$ cat src/rtl/e203_exu_oitf.sv
// Outstanding instruction track FIFO for the long-pipe execution unit.
// Each dispatched long-pipe instruction takes one entry, which records its
// destination register, until write-back retires it. Valid entries are
// compared against the sources and destination of the instruction now
// dispatching to flag RAW and WAW hazards.
module e203_exu_oitf #(
  parameter int DEPTH = 4
) (
  input  logic        clk,
  input  logic        rst,

  input  logic        dis_ena,
  output logic        dis_ready,
  input  logic        disp_i_rdwen,
  input  logic        disp_i_rdfpu,
  input  logic [4:0]  disp_i_rdidx,
  input  logic [31:0] disp_i_pc,
  output logic [4:0]  dis_ptr,

  input  logic        disp_i_rs1en,
  input  logic        disp_i_rs2en,
  input  logic        disp_i_rs1fpu,
  input  logic        disp_i_rs2fpu,
  input  logic [4:0]  disp_i_rs1idx,
  input  logic [4:0]  disp_i_rs2idx,
  output logic        oitfrd_match_disprs1,
  output logic        oitfrd_match_disprs2,
  output logic        oitfrd_match_disprd,

  input  logic        ret_ena,
  output logic [4:0]  ret_ptr,
  output logic [4:0]  ret_rdidx,
  output logic [31:0] ret_pc,
  output logic        ret_rdwen,
  output logic        ret_rdfpu,

  output logic        oitf_empty
);

  // DEPTH is a power of two in 2..16, so the index fits in 1..4 bits
  // and the zero-extension to the 5-bit itag always has room.
  localparam int AW = (DEPTH > 1) ? $clog2(DEPTH) : 1;
  localparam logic [AW-1:0] PTR_MAX = AW'(DEPTH - 1);

  // Entry storage
  logic [DEPTH-1:0]       vld_q,   vld_d;
  logic [DEPTH-1:0]       rdwen_q, rdwen_d;
  logic [DEPTH-1:0]       rdfpu_q, rdfpu_d;
  logic [DEPTH-1:0][4:0]  rdidx_q, rdidx_d;
  logic [DEPTH-1:0][31:0] pc_q,    pc_d;

  // Pointers with wrap flags; equal pointers mean empty when the flags
  // agree and full when they differ.
  logic [AW-1:0] alc_ptr_q, alc_ptr_d;
  logic [AW-1:0] ret_ptr_q, ret_ptr_d;
  logic          alc_flg_q, alc_flg_d;
  logic          ret_flg_q, ret_flg_d;

  logic full_s;
  logic alc_s;
  logic ret_s;
  logic hit_rs1_s;
  logic hit_rs2_s;
  logic hit_rd_s;

  assign oitf_empty = (alc_ptr_q == ret_ptr_q) & (alc_flg_q == ret_flg_q);
  assign full_s     = (alc_ptr_q == ret_ptr_q) & (alc_flg_q != ret_flg_q);
  // No bypass from a same-cycle retire: a full queue refuses dispatch.
  assign dis_ready  = ~full_s;

  assign alc_s = dis_ena & dis_ready;
  assign ret_s = ret_ena & ~oitf_empty;

  assign dis_ptr   = {{(5 - AW){1'b0}}, alc_ptr_q};
  assign ret_ptr   = {{(5 - AW){1'b0}}, ret_ptr_q};
  assign ret_rdidx = rdidx_q[ret_ptr_q];
  assign ret_pc    = pc_q[ret_ptr_q];
  assign ret_rdwen = rdwen_q[ret_ptr_q];
  assign ret_rdfpu = rdfpu_q[ret_ptr_q];

  // Next-state: retire clears the head entry, allocate fills the tail entry.
  // Both can never target the same index (that needs empty or full).
  always_comb begin
    vld_d     = vld_q;
    rdwen_d   = rdwen_q;
    rdfpu_d   = rdfpu_q;
    rdidx_d   = rdidx_q;
    pc_d      = pc_q;
    alc_ptr_d = alc_ptr_q;
    alc_flg_d = alc_flg_q;
    ret_ptr_d = ret_ptr_q;
    ret_flg_d = ret_flg_q;

    if (ret_s) begin
      vld_d[ret_ptr_q] = 1'b0;
      if (ret_ptr_q == PTR_MAX) begin
        ret_ptr_d = '0;
        ret_flg_d = ~ret_flg_q;
      end else begin
        ret_ptr_d = ret_ptr_q + AW'(1);
      end
    end else begin
      ret_ptr_d = ret_ptr_q;
    end

    if (alc_s) begin
      vld_d[alc_ptr_q]   = 1'b1;
      rdwen_d[alc_ptr_q] = disp_i_rdwen;
      rdfpu_d[alc_ptr_q] = disp_i_rdfpu;
      rdidx_d[alc_ptr_q] = disp_i_rdidx;
      pc_d[alc_ptr_q]    = disp_i_pc;
      if (alc_ptr_q == PTR_MAX) begin
        alc_ptr_d = '0;
        alc_flg_d = ~alc_flg_q;
      end else begin
        alc_ptr_d = alc_ptr_q + AW'(1);
      end
    end else begin
      alc_ptr_d = alc_ptr_q;
    end
  end

  // Hazard compare against registered entries only; an entry retiring this
  // cycle still matches, one allocating this cycle does not yet.
  always_comb begin
    hit_rs1_s = 1'b0;
    hit_rs2_s = 1'b0;
    hit_rd_s  = 1'b0;
    for (int i = 0; i < DEPTH; i++) begin
      hit_rs1_s = hit_rs1_s | (vld_q[i] & rdwen_q[i] &
                  (rdidx_q[i] == disp_i_rs1idx) & (rdfpu_q[i] == disp_i_rs1fpu));
      hit_rs2_s = hit_rs2_s | (vld_q[i] & rdwen_q[i] &
                  (rdidx_q[i] == disp_i_rs2idx) & (rdfpu_q[i] == disp_i_rs2fpu));
      hit_rd_s  = hit_rd_s  | (vld_q[i] & rdwen_q[i] &
                  (rdidx_q[i] == disp_i_rdidx)  & (rdfpu_q[i] == disp_i_rdfpu));
    end
  end

  assign oitfrd_match_disprs1 = disp_i_rs1en & hit_rs1_s;
  assign oitfrd_match_disprs2 = disp_i_rs2en & hit_rs2_s;
  assign oitfrd_match_disprd  = disp_i_rdwen & hit_rd_s;

  // State registers; reset wipes pointers, flags and every entry field.
  always_ff @(posedge clk or posedge rst) begin
    if (rst) begin
      vld_q     <= '0;
      rdwen_q   <= '0;
      rdfpu_q   <= '0;
      rdidx_q   <= '0;
      pc_q      <= '0;
      alc_ptr_q <= '0;
      ret_ptr_q <= '0;
      alc_flg_q <= 1'b0;
      ret_flg_q <= 1'b0;
    end else begin
      vld_q     <= vld_d;
      rdwen_q   <= rdwen_d;
      rdfpu_q   <= rdfpu_d;
      rdidx_q   <= rdidx_d;
      pc_q      <= pc_d;
      alc_ptr_q <= alc_ptr_d;
      ret_ptr_q <= ret_ptr_d;
      alc_flg_q <= alc_flg_d;
      ret_flg_q <= ret_flg_d;
    end
  end

endmodule

$ cat config.mk
export PLATFORM = sky130hd
export DESIGN_NAME = e203_exu_oitf
export DESIGN_NICKNAME = d
export VERILOG_FILES = /design/src/rtl/e203_exu_oitf.sv
export SDC_FILE = /design/constraint.sdc
export NUM_CORES = 1
export LEC_CHECK = 0
export BUFFER_PORTS_ARGS = -buffer_cell sky130_fd_sc_hd__buf_2
export CELL_PAD_IN_SITES_DETAIL_PLACEMENT = 1
export CELL_PAD_IN_SITES_GLOBAL_PLACEMENT = 2
export CORE_MARGIN = 4
export CORE_UTILIZATION = 41
export CTS_CLUSTER_DIAMETER = 200
export CTS_CLUSTER_SIZE = 28
export DETAILED_ROUTE_END_ITERATION = 16
export GPL_TIMING_DRIVEN = 0
export PLACE_DENSITY = 0.8
export SETUP_SLACK_MARGIN = 0.4
export SYNTH_ARGS = -nofsm -noshare
export SYNTH_HDL_FRONTEND = slang
export SYNTH_SLANG_ARGS = --single-unit
$ cat constraint.sdc
create_clock -name clk -period 8.1 [get_ports clk]
set_input_delay 1.62 -clock clk [delete_from_list [all_inputs] [get_ports clk]]
set_output_delay 1.62 -clock clk [all_outputs]
set_load 0.02 [all_outputs]
==> results.json <==
{
  "numCtsBuffers": 17,
  "vias_per_cell": 5.199,
  "cp_slowest_stage_delay_ns": 0.49,
  "grt_antenna_before_repair": 1,
  "clk_path_buf_depth": 2,
  "fillers": 1985,
  "drtIter0Drc": 153,
  "cts_tree": "yes",
  "final_hold_viol_count": 0,
  "hold_class": "reg -> reg",
  "max_cap_violations": 0,
  "layout.cells.non_filler": 958,
  "finalWorstPathRequiredPeriod_ns": 4.862,
  "critPathBufInv": 2,
  "worst_vdd_drop_uv": 194.6,
  "synth_seq_area_share_pct": 50.82,
  "drt.antenna.violating_nets": 0,
  "placementRows": 51,
  "detailedRoute.firstPassIterationCount": 4,
  "crit_required_ns": 6.48,
  "post-route-worst-setup-slack_ns": 3.238,
  "width_of_the_die_um": 149.2,
  "relSlewSlack_pct": 47.05,
  "number_of_resized_instances_in_the_post_cts_repair_step": 0,
  "detail_placement_hpwl_um": 14390,
  "drive_above_1_share_pct": 50.94,
  "initial_utilization_pct": 41.86,
  "root_buffer": "clkbuf_16",
  "critPathKind": "in -> out",
  "insertedDiodeCount": 0,
  "yosys_register_bits": 166,
  "drcViolationCount": 0,
  "period_utilisation_layout_pct": 60.02,
  "die_area_mm2": 0.02226,
  "cts_hold_repair.buffers": 0,
  "syn-cell-area_mm2": 0.008174,
  "status": "complete, no violations",
  "preCtsSetupSlack_ns": 3.291,
  "floorplan.io_pins": 111,
  "die_h_um": 149.2,
  "path_clk_slew_ns": 0.06,
  "numClockSinks": 166,
  "setup_viol": 0,
  "p_leak_uw": 0.004182,
  "cts_htree_levels": 4,
  "power_density_mw_per_mm2": 463.9,
  "routabilityCongestion": 0.8381,
  "cp_max_fo": 8,
  "worstRegToRegCells": 6,
  "global_route.overflow_total": 0,
  "cp-start-kind": "input pin",
  "fin_nets": 745,
  "global_route_wire_length_before_repair_um": 32400,
  "worst_pin_slew_ns": 0.7942,
  "cpLargestDelayFamily": "simple AND/OR/NAND/NOR gates",
  "crit_arrival_ns": 3.24,
  "num_vias": 4981,
  "numPortBuffers": 96,
  "worstSkewPairLatency_ns": 0.42,
  "ys_warn_count": 0,
  "drv_slew": 0,
  "critical_path_cell_count": 6,
  "min_path_cells": 1,
  "detail_route.wirelength_um": 19850,
  "endpoint_kind_of_the_worst_setup_timing_path": "primary output",
  "critical-path-slowest-cell": "nor4_1",
  "max_frequency_ghz": 0.2057,
  "floorplan.core_area_mm2": 0.01953,
  "area_delta_synth_final_pct": 17.94,
  "crit_chain": "clkbuf_1 > xor2_1 > nor4_1 > nand4_1 > a41oi_1 > buf_2",
  "post_cts_repair_setup_buffers": 0,
  "grtUsageTotal_pct": 18.78,
  "fin_worst_skew_ns": 0.01081,
  "grt_setup_unrepaired": "false",
  "syn_inst": 559,
  "totalNegativeSetupSlack_ns": 0,
  "placedCellCount": 926,
  "grt_max_degree": 85,
  "grt_pass1_vias": 5841,
  "synthesis.area_per_instance_um2": 14.62,
  "synth_cell_type_count": 22,
  "wire_per_inst_um": 20.72
}
==> layer usage <==
layer	share of wire, %	wire length, um	track usage [%]	up-vias
li1	-	-	-	2247
met1	43	8485	24.09	2607
met2	50	10020	31.98	106
met3	5.5	1101	4.558	19
met4	1.1	225	5.080	2
met5	0.091	18	0	-
==> registers in the layout, summed over array words and instances (netlist names) <==
register,count
alc_ptr_q,2
alc_flg_q,1
rdidx_q,20
vld_q,4
ret_flg_q,1
pc_q,128
rdwen_q,4
rdfpu_q,4
ret_ptr_q,2
==> power by group <==
group	switching [uW]	leakage, uW	internal [uW]
clock	332	0.000288	495
combinational	1020	0.00192	1050
sequential	319	0.00197	1260
total	1670	0.00418	2810
==> final timing paths <==
check,startpoint,to,slack [ns]
worst max-delay path,disp_i_rdidx[4],oitfrd_match_disprd,3.24
worst min-delay path,pc_q[105]$_DFFE_PP0P_,pc_q[105]$_DFFE_PP0P_,0.50
worst max register to register,ret_ptr_q[1]$_DFFE_PP0N_,pc_q[63]$_DFFE_PP0P_,5.85
worst min register to register,pc_q[105]$_DFFE_PP0P_,pc_q[105]$_DFFE_PP0P_,0.50
max in group asynchronous,rst,pc_q[61]$_DFFE_PP0P_,6.02
min in group asynchronous,rst,pc_q[104]$_DFFE_PP0P_,1.26
==> placed cells by master, fill, tap and decap left out, drive strengths merged <==
cell type and instances:
dfrtp 166, mux2 157, buf 125, xnor2 40, mux4 39, xor2 38
clkbuf 33, nand2 16, inv 15, nor4 12, nand4 12, ha 8
o21ai 6, conb 6, clkinv 5, a41oi 3, bufinv 3, nor2 2
clkinvlp 2, a31oi 1, a31o 1, or3 1, and3 1, nand3 1
==> kinds of logic (layout without fill, tap and decap cells) <==
| kind of cell | count (synthesis) | in the layout | synth area share (%) |
|---|---|---|---|
| flip-flops | 166 | 166 | 50.82 |
| AO/OA/AOI/OAI | 11 | 11 | 1.056 |
| XOR/XNOR | 78 | 78 | 8.358 |
| AND/OR/NAND/NOR | 45 | 45 | 2.878 |
| other | 1 | 6 | 0.04588 |
| multiplexers | 196 | 196 | 32.37 |
| buffers and inverters | 54 | 183 | 3.245 |
| adder cells (fa/ha/maj) | 8 | 8 | 1.225 |
==> through the flow <==
| step | utilization (%) | instance area [um2] | hold WS [ns] | total power [uW] |
|---|---|---|---|---|
| finish | 49.37 | 9641 | 0.5026 | 4473 |
| floorplan | - | 8193 | 0.4718 | 3047 |
| global placement | 46.12 | 9005 | 0.4810 | 3582 |
| global route | 49.37 | 9641 | 0.5086 | 4761 |
| detailed placement | 46.30 | 9040 | 0.4901 | 3700 |
| CTS | 49.37 | 9641 | 0.5051 | 4547 |
==> synth_stat cells <==
cell type,n,area [um2]
clkbuf_1,12,45.04
xor2_1,38,332.8
inv_1,14,52.55
conb_1,1,3.750
a31oi_4,1,21.27
mux4_2,39,878.3
a41oi_1,3,26.28
buf_2,17,85.08
and3_1,1,6.260
mux2_2,157,1768
o21ai_0,6,30.03
nor2_1,2,7.510
ha_1,8,100.1
nand4_1,12,75.07
a31o_2,1,8.760
or3_1,1,6.260
dfrtp_1,166,4154
xnor2_1,40,350.3
nand3_1,1,5.000
nand2_1,16,60.06
nor4_1,12,75.07
buf_4,11,82.58
==> final cells by class <==
cell class	instances	area (um2)	area share, %
plain buffers	40	212.7	2.206
clock buffers	21	450.4	4.672
clock inverters	11	150.1	1.557
inverters	14	60.06	0.6230
multi-input cells	344	3774	39.14
flip-flops and latches	166	4154	43.09
well taps	265	331.6	3.439
repair buffers	97	508.0	5.269
(Power assumes the default switching activity.)
